--- src/rtl/inst_queue_decoder_if.sv ---
// ----------------------------------------------------------------------------
// inst_queue_decoder_if
//   Bundles the fetch-side push signals, the dispatch-side control inputs and
//   the decoded instruction bundle of the instruction queue/decoder.
//   Modports:
//     slave  : the queue/decoder (consumes fetch + control, drives iq_full/dec_*)
//     master : the environment (fetch unit, ROB/dispatch stall and flush)
//   Signals:
//     flush, stall               control from ROB / dispatch
//     if_ready, if_inst, if_pc,  instruction pushed by fetch
//     if_jump_pred
//     iq_full                    queue cannot accept a push
//     dec_ready, dec_op, dec_rd, dec_rs1, dec_rs2, dec_imm, dec_pc,
//     dec_jump_pred              registered decoded bundle
// ----------------------------------------------------------------------------
interface inst_queue_decoder_if #(
  parameter int XLEN            = 32,
  parameter int INST_TYPE_WIDTH = 6,
  parameter int REG_CNT_WIDTH   = 5
);
  logic                       flush;
  logic                       stall;
  logic                       if_ready;
  logic [31:0]                if_inst;
  logic [XLEN-1:0]            if_pc;
  logic                       if_jump_pred;
  logic                       iq_full;
  logic                       dec_ready;
  logic [INST_TYPE_WIDTH-1:0] dec_op;
  logic                       dec_jump_pred;
  logic [REG_CNT_WIDTH-1:0]   dec_rd;
  logic [REG_CNT_WIDTH-1:0]   dec_rs1;
  logic [REG_CNT_WIDTH-1:0]   dec_rs2;
  logic [XLEN-1:0]            dec_imm;
  logic [XLEN-1:0]            dec_pc;

  modport slave (
    input  flush, stall, if_ready, if_inst, if_pc, if_jump_pred,
    output iq_full, dec_ready, dec_op, dec_jump_pred, dec_rd, dec_rs1,
           dec_rs2, dec_imm, dec_pc
  );

  modport master (
    output flush, stall, if_ready, if_inst, if_pc, if_jump_pred,
    input  iq_full, dec_ready, dec_op, dec_jump_pred, dec_rd, dec_rs1,
           dec_rs2, dec_imm, dec_pc
  );
endinterface

--- src/rtl/inst_queue_decoder.sv ---
// ----------------------------------------------------------------------------
// inst_queue_decoder
//   Circular FIFO of fetched RV32I instructions (2**IQ_SIZE_WIDTH entries)
//   followed by a registered decode stage. The head entry is decoded
//   combinationally and captured into the dec_* bundle whenever the bundle
//   is empty or being consumed (dec_ready && !stall).
//   Ports:
//     clk  in  clock, all state on posedge
//     rst  in  synchronous active-high reset
//     bus  slave modport of inst_queue_decoder_if (fetch push, flush/stall,
//          iq_full and the dec_* bundle)
//   Instruction type codes (dec_op):
//     0 LUI  1 AUIPC 2 JAL  3 JALR 4 BEQ  5 BNE  6 BLT  7 BGE  8 BLTU 9 BGEU
//     10 LB 11 LH 12 LW 13 LBU 14 LHU 15 SB 16 SH 17 SW 18 ADDI 19 SLTI
//     20 SLTIU 21 XORI 22 ORI 23 ANDI 24 SLLI 25 SRLI 26 SRAI 27 ADD 28 SUB
//     29 SLL 30 SLT 31 SLTU 32 XOR 33 SRL 34 SRA 35 OR 36 AND 37 HALT
//   A HALT bundle carries rd/rs1/rs2/imm = 0.
// ----------------------------------------------------------------------------
module inst_queue_decoder #(
  parameter int IQ_SIZE_WIDTH = 4
) (
  input  logic                clk,
  input  logic                rst,
  inst_queue_decoder_if.slave bus
);
  localparam int XLEN    = 32;
  localparam int IQ_SIZE = 2 ** IQ_SIZE_WIDTH;
  localparam int CW      = IQ_SIZE_WIDTH + 1;
  localparam logic [CW-1:0] FULL_CNT = CW'(IQ_SIZE);

  localparam logic [5:0] OP_LUI  = 6'd0,  OP_AUIPC = 6'd1,  OP_JAL  = 6'd2,  OP_JALR = 6'd3;
  localparam logic [5:0] OP_BEQ  = 6'd4,  OP_BNE   = 6'd5,  OP_BLT  = 6'd6,  OP_BGE  = 6'd7;
  localparam logic [5:0] OP_BLTU = 6'd8,  OP_BGEU  = 6'd9,  OP_LB   = 6'd10, OP_LH   = 6'd11;
  localparam logic [5:0] OP_LW   = 6'd12, OP_LBU   = 6'd13, OP_LHU  = 6'd14, OP_SB   = 6'd15;
  localparam logic [5:0] OP_SH   = 6'd16, OP_SW    = 6'd17, OP_ADDI = 6'd18, OP_SLTI = 6'd19;
  localparam logic [5:0] OP_SLTIU = 6'd20, OP_XORI = 6'd21, OP_ORI  = 6'd22, OP_ANDI = 6'd23;
  localparam logic [5:0] OP_SLLI = 6'd24, OP_SRLI  = 6'd25, OP_SRAI = 6'd26, OP_ADD  = 6'd27;
  localparam logic [5:0] OP_SUB  = 6'd28, OP_SLL   = 6'd29, OP_SLT  = 6'd30, OP_SLTU = 6'd31;
  localparam logic [5:0] OP_XOR  = 6'd32, OP_SRL   = 6'd33, OP_SRA  = 6'd34, OP_OR   = 6'd35;
  localparam logic [5:0] OP_AND  = 6'd36, OP_HALT  = 6'd37;

  // Queue storage (data only, never reset) and pointers
  logic [31:0]              inst_mem_q [IQ_SIZE];
  logic [XLEN-1:0]          pc_mem_q   [IQ_SIZE];
  logic [IQ_SIZE-1:0]       pred_mem_q;
  logic [IQ_SIZE_WIDTH-1:0] head_q, head_d, tail_q, tail_d;
  logic [CW-1:0]            count_q, count_d;
  logic                     dec_ready_q, dec_ready_d;

  // Registered output bundle
  logic [5:0]      dec_op_q;
  logic [4:0]      dec_rd_q, dec_rs1_q, dec_rs2_q;
  logic [XLEN-1:0] dec_imm_q, dec_pc_q;
  logic            dec_pred_q;

  // Combinational decode of the head entry
  logic [5:0]      dec_op_d;
  logic [4:0]      dec_rd_d, dec_rs1_d, dec_rs2_d;
  logic [XLEN-1:0] dec_imm_d;

  logic full, push, load, drain;

  assign full  = (count_q == FULL_CNT);
  assign push  = bus.if_ready && !full;
  // The output register refills whenever it is empty or being handed off.
  assign load  = (!dec_ready_q || !bus.stall) && (count_q != '0);
  assign drain = dec_ready_q && !bus.stall && (count_q == '0);

  always_comb begin
    head_d      = head_q;
    tail_d      = tail_q;
    count_d     = count_q;
    dec_ready_d = dec_ready_q;
    if (bus.flush) begin
      head_d      = '0;
      tail_d      = '0;
      count_d     = '0;
      dec_ready_d = 1'b0;
    end else begin
      if (push) tail_d = tail_q + IQ_SIZE_WIDTH'(1);
      if (load) begin
        head_d      = head_q + IQ_SIZE_WIDTH'(1);
        dec_ready_d = 1'b1;
      end else if (drain) begin
        dec_ready_d = 1'b0;
      end
      case ({push, load})
        2'b10:   count_d = count_q + CW'(1);
        2'b01:   count_d = count_q - CW'(1);
        default: count_d = count_q;
      endcase
    end
  end

  always_ff @(posedge clk) begin
    if (rst) begin
      head_q      <= '0;
      tail_q      <= '0;
      count_q     <= '0;
      dec_ready_q <= 1'b0;
    end else begin
      head_q      <= head_d;
      tail_q      <= tail_d;
      count_q     <= count_d;
      dec_ready_q <= dec_ready_d;
    end
  end

  // A write during flush lands at a slot that the pointer reset abandons.
  always_ff @(posedge clk) begin
    if (push) begin
      inst_mem_q[tail_q] <= bus.if_inst;
      pc_mem_q[tail_q]   <= bus.if_pc;
      pred_mem_q[tail_q] <= bus.if_jump_pred;
    end
  end

  logic [31:0]     hinst;
  logic [6:0]      opc, f7;
  logic [2:0]      f3;
  logic [XLEN-1:0] imm_i, imm_s, imm_b, imm_u, imm_j, imm_sh;

  assign hinst  = inst_mem_q[head_q];
  assign opc    = hinst[6:0];
  assign f3     = hinst[14:12];
  assign f7     = hinst[31:25];
  assign imm_i  = {{20{hinst[31]}}, hinst[31:20]};
  assign imm_s  = {{20{hinst[31]}}, hinst[31:25], hinst[11:7]};
  assign imm_b  = {{19{hinst[31]}}, hinst[31], hinst[7], hinst[30:25], hinst[11:8], 1'b0};
  assign imm_u  = {hinst[31:12], 12'b0};
  assign imm_j  = {{11{hinst[31]}}, hinst[31], hinst[19:12], hinst[20], hinst[30:21], 1'b0};
  assign imm_sh = {27'b0, hinst[24:20]};

  always_comb begin
    dec_op_d  = OP_HALT;
    dec_rd_d  = hinst[11:7];
    dec_rs1_d = hinst[19:15];
    dec_rs2_d = hinst[24:20];
    dec_imm_d = '0;
    case (opc)
      7'b0110111: begin dec_op_d = OP_LUI;   dec_rs1_d = '0; dec_rs2_d = '0; dec_imm_d = imm_u; end
      7'b0010111: begin dec_op_d = OP_AUIPC; dec_rs1_d = '0; dec_rs2_d = '0; dec_imm_d = imm_u; end
      7'b1101111: begin dec_op_d = OP_JAL;   dec_rs1_d = '0; dec_rs2_d = '0; dec_imm_d = imm_j; end
      7'b1100111: begin
        if (f3 == 3'b000) dec_op_d = OP_JALR;
        dec_rs2_d = '0;
        dec_imm_d = imm_i;
      end
      7'b1100011: begin
        case (f3)
          3'b000:  dec_op_d = OP_BEQ;
          3'b001:  dec_op_d = OP_BNE;
          3'b100:  dec_op_d = OP_BLT;
          3'b101:  dec_op_d = OP_BGE;
          3'b110:  dec_op_d = OP_BLTU;
          3'b111:  dec_op_d = OP_BGEU;
          default: dec_op_d = OP_HALT;
        endcase
        dec_rd_d  = '0;
        dec_imm_d = imm_b;
      end
      7'b0000011: begin
        case (f3)
          3'b000:  dec_op_d = OP_LB;
          3'b001:  dec_op_d = OP_LH;
          3'b010:  dec_op_d = OP_LW;
          3'b100:  dec_op_d = OP_LBU;
          3'b101:  dec_op_d = OP_LHU;
          default: dec_op_d = OP_HALT;
        endcase
        dec_rs2_d = '0;
        dec_imm_d = imm_i;
      end
      7'b0100011: begin
        case (f3)
          3'b000:  dec_op_d = OP_SB;
          3'b001:  dec_op_d = OP_SH;
          3'b010:  dec_op_d = OP_SW;
          default: dec_op_d = OP_HALT;
        endcase
        dec_rd_d  = '0;
        dec_imm_d = imm_s;
      end
      7'b0010011: begin
        dec_rs2_d = '0;
        dec_imm_d = imm_i;
        case (f3)
          3'b000:  dec_op_d = OP_ADDI;
          3'b010:  dec_op_d = OP_SLTI;
          3'b011:  dec_op_d = OP_SLTIU;
          3'b100:  dec_op_d = OP_XORI;
          3'b110:  dec_op_d = OP_ORI;
          3'b111:  dec_op_d = OP_ANDI;
          // Shift-immediates carry only a 5-bit shamt; funct7 must be legal.
          3'b001: begin
            dec_imm_d = imm_sh;
            if (f7 == 7'b0000000) dec_op_d = OP_SLLI;
          end
          default: begin
            dec_imm_d = imm_sh;
            if (f7 == 7'b0000000)      dec_op_d = OP_SRLI;
            else if (f7 == 7'b0100000) dec_op_d = OP_SRAI;
          end
        endcase
      end
      7'b0110011: begin
        if (f7 == 7'b0000000) begin
          case (f3)
            3'b000:  dec_op_d = OP_ADD;
            3'b001:  dec_op_d = OP_SLL;
            3'b010:  dec_op_d = OP_SLT;
            3'b011:  dec_op_d = OP_SLTU;
            3'b100:  dec_op_d = OP_XOR;
            3'b101:  dec_op_d = OP_SRL;
            3'b110:  dec_op_d = OP_OR;
            default: dec_op_d = OP_AND;
          endcase
        end else if (f7 == 7'b0100000) begin
          if (f3 == 3'b000)      dec_op_d = OP_SUB;
          else if (f3 == 3'b101) dec_op_d = OP_SRA;
        end
      end
      default: dec_op_d = OP_HALT;
    endcase
    // addi x10,x0,255 is the simulation halt marker, not a real ADDI.
    if (hinst == 32'h0ff00513) dec_op_d = OP_HALT;
    if (dec_op_d == OP_HALT) begin
      dec_rd_d  = '0;
      dec_rs1_d = '0;
      dec_rs2_d = '0;
      dec_imm_d = '0;
    end
  end

  // Decode stage -> output bundle
  always_ff @(posedge clk) begin
    if (rst) begin
      dec_op_q   <= '0;
      dec_rd_q   <= '0;
      dec_rs1_q  <= '0;
      dec_rs2_q  <= '0;
      dec_imm_q  <= '0;
      dec_pc_q   <= '0;
      dec_pred_q <= 1'b0;
    end else if (!bus.flush && load) begin
      dec_op_q   <= dec_op_d;
      dec_rd_q   <= dec_rd_d;
      dec_rs1_q  <= dec_rs1_d;
      dec_rs2_q  <= dec_rs2_d;
      dec_imm_q  <= dec_imm_d;
      dec_pc_q   <= pc_mem_q[head_q];
      dec_pred_q <= pred_mem_q[head_q];
    end
  end

  assign bus.iq_full       = full;
  assign bus.dec_ready     = dec_ready_q;
  assign bus.dec_op        = dec_op_q;
  assign bus.dec_rd        = dec_rd_q;
  assign bus.dec_rs1       = dec_rs1_q;
  assign bus.dec_rs2       = dec_rs2_q;
  assign bus.dec_imm       = dec_imm_q;
  assign bus.dec_pc        = dec_pc_q;
  assign bus.dec_jump_pred = dec_pred_q;
endmodule
--- src/flat_wrapper.sv ---
// flat-port wrapper written by rule: the top's interface ports become plain ports
module inst_queue_decoder_flat 
#(
  parameter int IQ_SIZE_WIDTH = 4
)
  (clk, rst, bus_flush, bus_stall, bus_if_ready, bus_if_inst, bus_if_pc, bus_if_jump_pred, bus_iq_full, bus_dec_ready, bus_dec_op, bus_dec_jump_pred, bus_dec_rd, bus_dec_rs1, bus_dec_rs2, bus_dec_imm, bus_dec_pc);
  inst_queue_decoder_if bus_i ();
  input  logic clk;
  input  logic rst;
  input wire logic [$bits(bus_i.flush)-1:0] bus_flush;
  input wire logic [$bits(bus_i.stall)-1:0] bus_stall;
  input wire logic [$bits(bus_i.if_ready)-1:0] bus_if_ready;
  input wire logic [$bits(bus_i.if_inst)-1:0] bus_if_inst;
  input wire logic [$bits(bus_i.if_pc)-1:0] bus_if_pc;
  input wire logic [$bits(bus_i.if_jump_pred)-1:0] bus_if_jump_pred;
  output wire logic [$bits(bus_i.iq_full)-1:0] bus_iq_full;
  output wire logic [$bits(bus_i.dec_ready)-1:0] bus_dec_ready;
  output wire logic [$bits(bus_i.dec_op)-1:0] bus_dec_op;
  output wire logic [$bits(bus_i.dec_jump_pred)-1:0] bus_dec_jump_pred;
  output wire logic [$bits(bus_i.dec_rd)-1:0] bus_dec_rd;
  output wire logic [$bits(bus_i.dec_rs1)-1:0] bus_dec_rs1;
  output wire logic [$bits(bus_i.dec_rs2)-1:0] bus_dec_rs2;
  output wire logic [$bits(bus_i.dec_imm)-1:0] bus_dec_imm;
  output wire logic [$bits(bus_i.dec_pc)-1:0] bus_dec_pc;
  assign bus_i.flush = bus_flush;
  assign bus_i.stall = bus_stall;
  assign bus_i.if_ready = bus_if_ready;
  assign bus_i.if_inst = bus_if_inst;
  assign bus_i.if_pc = bus_if_pc;
  assign bus_i.if_jump_pred = bus_if_jump_pred;
  assign bus_iq_full = bus_i.iq_full;
  assign bus_dec_ready = bus_i.dec_ready;
  assign bus_dec_op = bus_i.dec_op;
  assign bus_dec_jump_pred = bus_i.dec_jump_pred;
  assign bus_dec_rd = bus_i.dec_rd;
  assign bus_dec_rs1 = bus_i.dec_rs1;
  assign bus_dec_rs2 = bus_i.dec_rs2;
  assign bus_dec_imm = bus_i.dec_imm;
  assign bus_dec_pc = bus_i.dec_pc;
  inst_queue_decoder #(.IQ_SIZE_WIDTH(IQ_SIZE_WIDTH)) u_core (.clk(clk), .rst(rst), .bus(bus_i));
endmodule
--- config.mk ---
export PLATFORM = sky130hd
export DESIGN_NAME = inst_queue_decoder_flat
export DESIGN_NICKNAME = d
export VERILOG_FILES = /design/src/rtl/inst_queue_decoder_if.sv /design/src/rtl/inst_queue_decoder.sv /design/src/flat_wrapper.sv
export SDC_FILE = /design/constraint.sdc
export NUM_CORES = 1
export LEC_CHECK = 0
export ABC_AREA = 1
export CAP_MARGIN = 10
export CORE_MARGIN = 3
export CORE_UTILIZATION = 43
export CTS_BUF_LIST = sky130_fd_sc_hd__clkbuf_8
export CTS_CLUSTER_DIAMETER = 80
export DETAILED_ROUTE_END_ITERATION = 8
export DONT_BUFFER_PORTS = 1
export PLACE_DENSITY = 0.7
export SLEW_MARGIN = 20
export SYNTH_ARGS = -nofsm -noshare
export SYNTH_HDL_FRONTEND = slang
export SYNTH_SLANG_ARGS = --single-unit
--- constraint.sdc ---
create_clock -name clk -period 5.9 [get_ports clk]
set_input_delay 0.295 -clock clk [delete_from_list [all_inputs] [get_ports clk]]
set_output_delay 0.295 -clock clk [all_outputs]
set_load 0.02 [all_outputs]
* Word-level counts from Yosys, hierarchy flattened *
Memories as Yosys holds them, arrays and structs flattened. A register that Yosys moved wholly into a read port is not among the register bits.
Index checks and enable logic that the tools add are counted.

storage, ports and cells
  flip-flop bits (word level) = 84
  bits in latches = 0
  bits in writable memories = 1,024
  memory bits (read-only) = 0
  input port bits = 70
  output and inout bits = 88
  word-level logic and storage cells = 102
  memories = 2

operators by class
  add/sub/neg operators = 4
  multipliers = 0
  divide/modulo/power cells = 0
  $lt $le $gt $ge = 3
  equality and inequality tests = 22
  shift operators = 0
  muxes and demuxes = 36
  bitwise logic cells = 0
  reduce and logical (&&, ||, !) cells = 24

memory list
  name               words  bits a word  rd ports  clocked after Yosys merged registers in  wr ports  RTL line                  source
  u_core.inst_mem_q  16     32           1         1                                        1         inst_queue_decoder.sv:43  logic [31:0] inst_mem_q [IQ_SIZE];
  u_core.pc_mem_q    16     32           1         1                                        1         inst_queue_decoder.sv:44  logic [XLEN-1:0] pc_mem_q [IQ_SIZE];

operator list
  cell                    number
  $pmux W32 S6            1
  $pmux W6 S7             2
  $mux W32                2
  $pmux W6 S9             1
  $mux W6                 8
  $pmux W6 S6             1
  $eq A32 B28 Y1 const B  1
  $mux W5                 6
  $pmux W6 S5             1
  $eq A7 B6 Y1 const B    4
  $eq A7 B7 Y1 const B    3
  $pmux W6 S3             1
  $bwmux W16              1
  $eq A7 B5 Y1 const B    2
  $eq A3 B3 Y1 const B    4
  $reduce_or A6 Y1        2
  $lt A4 B5 Y1 const B    2
  $pmux W5 S2             1
  $add A4 B1 Y4 const B   2
  $mux W4                 2
  $reduce_or A2 Y1        4
  $eq A7 B2 Y1 const B    1
  $logic_not A7 Y1        1
  $eq A3 B2 Y1 const B    2
  other kinds (20)        34

* Longest topological paths before layout *
Gate-level depths: netlist of the first run.

  word-level depth = 9
  depth in mapped cells = 23
  depth with buffers taken out = 20

* Least setup slack after synthesis of the first run *
Ideal clock, no wire load.

  path type = register to register
  from = register u_core.count_q[1]
  to = memory u_core.inst_mem_q[11][0], enable pin
  library setup time = 0.488 ns
  arrival time = 3.577 ns
  data required time = 5.412 ns
  path slack = 1.835 ns
  cell stages (with the launch flop) = 7
  path buffers = 0
  period minus slack after synthesis = 4.065 ns
  cells stage by stage = dfxtp_1 -> nor4_1 -> nand2_1 -> nand2_1 -> inv_1 -> nand2_1 -> nor2_1

on the way
  word-level cells in the longest chain between the ends = 5

ends and longest elaborated chain
  element                        RTL line                   source
  from (decl)                    inst_queue_decoder.sv:47   logic [CW-1:0] count_q, count_d;
  from (signal assigned)         inst_queue_decoder.sv:104  count_q <= count_d;
  $eq A5 B5 Y1                   inst_queue_decoder.sv:63   assign full = (count_q == FULL_CNT);
  $logic_not A1 Y1               inst_queue_decoder.sv:64   assign push = bus.if_ready && !full;
  $logic_and A1 B1 Y1            inst_queue_decoder.sv:64
  $mux W1                        inst_queue_decoder.sv:111  if (push) begin
  $mux W1 (implied by the code)  inst_queue_decoder.sv:112  inst_mem_q[tail_q] <= bus.if_inst;
  to (decl)                      inst_queue_decoder.sv:43

Every way passes these cells.

==> results.cfg, run 1 <==
[global_route]
gr-total-overflow = 0
first_global_vias = 29600
grt_use_total_pct = 21.1
grt_first_pass_wirelength_um = 181000
grt_max_degree = 187
grt_antenna_before_repair = 17

[clock_network]
cts_setup_buffers = 0
clk_latency_ns = 0.84
cts_tree = built
clkSinkCount = 1144
cts_inserted_buffers = 174
ctsHoldBuffers = 71
h-tree-depth = 4
clkTransAtPathRegs_ns = 0.06
cts_root_buffer = clkbuf_8
cts_resized = 0
clockBufferDepth = 3

[synth]
synth_edf_count = 1040
synthCells = 3960
ys.flop_type = edfxtp_1
synth.avg_cell_area_um2 = 11.8
synth-seq-cells = 1144
yosys_warnings = 0
synthMuxAreaShare_pct = 0
synth_compound_area_share_pct = 11.2
synth_seq_area_share_pct = 71.4
synth_top_family_by_area = simple AND/OR/NAND/NOR gates
ys_async_sr_fraction_pct = 0
synth_xor_area_share_pct = 0.0375
yosysUniqueCellTypes = 45
synth-simple-area-share_pct = 12.7
syn_area_um2 = 46700
synth_fp_nets = 4040
synthAdderAreaFrac_pct = 0.284

[pwr]
intPower_mw = 13.5
p_switching_mw = 7.09
p_total_mw = 20.6
leakage_nw = 18.3
p_sw_share_pct = 34.4
irDropWorstVdd_mv = 0.307
seqPwrFrac_pct = 46.7
comb_power_share_pct = 24.2
pwr-share-clk_pct = 29.1
cellPowerDensity_nw_per_um2 = 398

[floorplan]
rows = 120
die-width_um = 335
start_util_pct = 43.5
dieArea_um2 = 113000
core-area_um2 = 107000
boundaryPins = 158
die_h_um = 335

[route]
avgViaCountPerCell = 5.56
routed-via-count = 30900
drt-pass1-iter-count = 5
drc = 0
drtAntennaViolNets = 0
wirelength_um = 121000
post_drt_wl_per_cell_um = 21.7
drt_iter0_markers = 3589

[worst_setup_path]
crit_family = buffers and inverters
r2r_cells = 19
arrival_ns = 5.48
r2r-end = u_core.bus.dec_imm[17]
crit_slowest_cell = dfxtp_4
startpoint_type = flop
crit_type = reg2reg
reg2reg_slack_ns = 1.20
cpMostUsedCell = nand2_1
slowest_delay_ns = 0.85
end_kind = flop
cp.buffers_inverters = 4
required_ns = 6.68
critPathMaxFanout = 76
cp_cell_sequence = inv_6 -> buf_12 -> o21ai_0 -> nand3_1 -> nand3_1 -> nand2_1 -> nor2_2 -> nand2_2 -> nor2_2 -> nand3_2 -> nand2_1 -> nand2_1 -> nand3_1 -> nand2_1 -> nand2_2 -> buf_4 -> o21bai_2 -> a21oi_2 -> dlygate4sd3_1

[job]
drv_cap = 0

[sta]
tightest_slew_ns = 1.10
setup_tns_ns = 0
min_period_ns = 4.70
skew_ns = 0.0365
max_freq_ghz = 0.213
finalSetupViolCount = 0
period_share_pct = 79.7
grt_setup_unrepaired = false
relSlewSlack_pct = 26.7
slew_violations = 0
fin_hold_ws_ns = 0.0830
hold_viol_final = 0

[layout]
layout_common_cells = 1040 x edfxtp_1, 611 x nor2_1, 553 x nand2_1
final_util_pct = 48.3
fin_cells = 5561
area_growth_pct = 11.0
nets = 4094
final_common_cell = edfxtp_1
layout-drive-gt1-share_pct = 9.59

[place]
routabilityCongestion = 0.890
dp.final_hpwl_um = 61900
placedCellCount = 5170
portBuffers = 0

[min_path]
hp-start = bus_flush
whs_endpoint = u_core.bus.dec_op[1]
hold_path.class = in2reg
whs_path_depth = 3

[run_status]
status = completed
==> layout make-up <==
| class | instances | area, um2 |
|---|---|---|
| multi-input combinational | 2366 | 11500 |
| tap | 1403 | 1760 |
| clock buffer | 187 | 2570 |
| antenna | 8 | 20.0 |
| timing repair buffer | 122 | 1290 |
| fill | 9340 | 55500 |
| inverter | 206 | 791 |
| sequential | 1144 | 33300 |
| clock inverter | 125 | 597 |
==> cells in the mapped netlist, types with 22 or more instances <==
master / n / area, um2
buf_4: 22 / 165
nand2_1: 555 / 2080
o211ai_1: 51 / 383
o21bai_2: 26 / 293
nand3_1: 242 / 1210
a21oi_1: 38 / 190
clkbuf_1: 137 / 514
o21bai_1: 55 / 413
buf_2: 47 / 235
a21oi_2: 26 / 228
edfxtp_1: 1040 / 31200
o21ai_0: 489 / 2450
inv_1: 190 / 713
o21ai_1: 27 / 135
nor2_1: 628 / 2360
o22ai_1: 158 / 988
dfxtp_1: 104 / 2080
==> worst register-to-register path, stage by stage, from the launching register on <==
cell and delay [ns]:
dfxtp_4 0.85, inv_6 0.42, buf_12 0.36, o21ai_0 0.24, nand3_1 0.09, nand3_1 0.12
nand2_1 0.24, nor2_2 0.21, nand2_2 0.09, nor2_2 0.14, nand3_2 0.13, nand2_1 0.11
nand2_1 0.05, nand3_1 0.09, nand2_1 0.10, nand2_2 0.08, buf_4 0.50, o21bai_2 0.17
a21oi_2 0.12, dlygate4sd3_1 0.55
==> worst max-delay path by stage <==
stage / cells past startpoint / slack, ns / end
finish: 19 / 1.20 / u_core.bus.dec_imm[17]
global route: 19 / 0.86 / u_core.bus.dec_imm[17]
CTS: 18 / 0.96 / u_core.bus.dec_imm[17]
detailed placement: 17 / 1.43 / u_core.bus.dec_rs1[4]
global placement: 17 / 1.52 / u_core.bus.dec_rd[2]
floorplan: 6 / 1.83 / u_core.inst_mem_q[11][0]
==> sequential cells by signal, indices dropped and copies added (netlist names), named ones only <==
signal / cells
u_core.inst_mem_q: 512
u_core.bus.dec_pc: 32
u_core.bus.dec_op: 6
u_core.bus.dec_imm: 32
u_core.pred_mem_q: 16
u_core.count_q: 5
u_core.bus.dec_ready: 1
u_core.tail_q: 4
u_core.bus.dec_rs1: 5
u_core.bus.dec_rd: 5
u_core.pc_mem_q: 512
u_core.bus.dec_rs2: 5
u_core.head_q: 4
u_core.bus.dec_jump_pred: 1
==> kinds of logic after synthesis <==
family	after synthesis
fa+ha+maj	10
compound gates	889
flops	1144
xor+xnor	2
buf+inv	450
simple gates	1465
==> metal layers <==
| layer | global-route usage (%) | wire length (um) | vias up |
|---|---|---|---|
| li1 | - | - | 14200 |
| met1 | 28.1 | 49000 | 15000 |
| met2 | 34.2 | 57200 | 1509 |
| met3 | 4.68 | 11300 | 248 |
| met4 | 6.93 | 2910 | 10 |
| met5 | 0 | 69 | - |
==> stage by stage <==
step / setup WS (ns) / area [um2]
final: 1.20 / 51800
after global routing: 0.856 / 51800
after CTS: 0.956 / 51800
after detailed placement: 1.43 / 47900
after floorplan: 1.83 / 46700
after global placement: 1.52 / 47900
==> power groups by stage <==
stage	Clock (mW)	Combinational [mW]	Sequential [mW]
floorplan	0	3.89	9.55
global placement	0	4.72	9.80
detailed placement	0	4.79	9.81
CTS	6.11	4.94	9.64
global route	6.47	5.57	9.67
finish	6.01	4.99	9.63
(Power assumes the default switching activity.)
==> run 2, diff against run 1 <==
==> constraint.sdc (replaced) <==
create_clock -name clk -period 4.59 [get_ports clk]
set_input_delay 0.2295 -clock clk [delete_from_list [all_inputs] [get_ports clk]]
set_output_delay 0.2295 -clock clk [all_outputs]
set_load 0.02 [all_outputs]
==> results.cfg, run 2 (synthesis results as in run 1) <==
[run_status]
status = completed

[worst_setup_path]
reg2reg_slack_ns = 0.31
critPathMaxFanout = 48
r2r_cells = 19
arrival_ns = 5.03
crit_type = reg2reg
startpoint_type = flop
end_kind = flop
required_ns = 5.34

[layout]
fin_cells = 5583
layout_common_cells = 1040 x edfxtp_1, 611 x nor2_1, 553 x nand2_1
final_common_cell = edfxtp_1
fin_area_um2 = 52100
layout-drive-gt1-share_pct = 10.4
nets = 4109
area_growth_pct = 11.7
reg_top3 = u_core.inst_mem_q (512), u_core.pc_mem_q (512)

[floorplan]
rows = 120
start_util_pct = 43.5
boundaryPins = 158
die-width_um = 335
core-area_um2 = 107000
die_h_um = 335
dieArea_um2 = 113000

[route]
post_drt_wl_per_cell_um = 21.8
drc = 0
drtAntennaViolNets = 0
routed-via-count = 31000
drt_iter0_markers = 3409
avgViaCountPerCell = 5.56
wirelength_um = 122000
drt-pass1-iter-count = 6

[clock_network]
cts_tree = built
h-tree-depth = 4
cts_setup_buffers = 0
cts_inserted_buffers = 171
clk_latency_ns = 0.81
cts_root_buffer = clkbuf_8
clockBufferDepth = 3
clkTransAtPathRegs_ns = 0.06
clkSinkCount = 1144

[sta]
finalSetupViolCount = 0
fin_hold_ws_ns = 0.0693
min_period_ns = 4.28
relSlewSlack_pct = 26.4
slew_violations = 0
period_share_pct = 93.3
setup_tns_ns = 0
hold_viol_final = 0
grt_setup_unrepaired = false
max_freq_ghz = 0.234
skew_ns = 0.0361
tightest_slew_ns = 1.10

[place]
place_area_um2 = 48100
dp.final_hpwl_um = 62200
routabilityCongestion = 0.884
placedCellCount = 5187
portBuffers = 0

[global_route]
grt_first_pass_wirelength_um = 182000
first_global_vias = 29500
grt_max_degree = 188
grt_use_total_pct = 21.1
gr-total-overflow = 0
grt_antenna_before_repair = 13

[pwr]
cellPowerDensity_nw_per_um2 = 515
irDropWorstVdd_mv = 0.420
leakage_nw = 18.4

[min_path]
hold_path.class = in2reg
whs_path_depth = 3

[job]
drv_cap = 0
-- run 2: changes by cell type in the layout (fill, tap and decap cells not counted), sizes merged --
cell    change
inv        -27
bufinv      +2
diode       -1
buf        +17
clkinv     +31
-- run 2: cell type report --
type                       count  area (um2)
clock buffer                 186        2560
timing repair buffer         140        1500
inverter                     206         788
sequential                  1144       33300
tap                         1403        1760
antenna                        7        17.5
multi-input combinational   2366       11500
fill                        9333       55200
clock inverter               131         703
-- run 2: critical path: stages (launching register included) --
cell and delay [ns]:
dfxtp_4 0.50, buf_4 0.49, nand2_1 0.10, nand2_1 0.09, nand2_1 0.05, nand3_1 0.10, nand3_1 0.07, nand2_1 0.26
nand2_1 0.10, nor2_1 0.25, nand2_1 0.16, nand3_2 0.15, nor2_2 0.07, a21oi_4 0.21, nand2_1 0.15, nand2_4 0.34
buf_4 0.35, o21bai_2 0.11, a21oi_2 0.12, dlygate4sd3_1 0.56
-- run 2: report_power, final --
group	internal, mW	leakage, nW	switching, mW	total [mW]
Combinational	1.93	6.28	4.73	6.67
Clock	3.99	1.89	3.91	7.89
Sequential	11.7	10.2	0.552	12.3
Total	17.6	18.4	9.19	26.8
-- run 2: path summary, 6_finish.rpt --
kind	from	end
max	flop	u_core.bus.dec_imm[18]
min	rst	u_core.bus.dec_op[4]
max reg2reg	flop	u_core.bus.dec_imm[18]
min reg2reg	u_core.count_q[4]	u_core.count_q[4]
-- run 2: metal layers --
layer	part of all wire [%]	track usage, %	vias up
met2	47	34.2	1482
li1	-	-	14200
met5	0.057	0	-
met3	8.9	3.94	210
met4	1.9	5.79	10
met1	42	29.4	15100
-- run 2: per-stage QoR --
step           power (mW)  utilization (%)  setup WS (ns)
3_3_place_gp         18.8             44.8          0.837
2_1_floorplan        17.3                -          0.525
5_1_grt              28.2             48.5         0.0207
4_1_cts              26.8             48.5          0.237
6_report             26.8             48.6          0.309
3_5_place_dp         18.9             44.8          0.773
-- run 2: timing repair --
action / 4_1_cts / 5_1_grt
endpoints found under the hold margin: 1108 / 0
gates resized for setup: 0 / 3
setup endpoints to repair: 0 / 1
hold buffers: 71 / 0
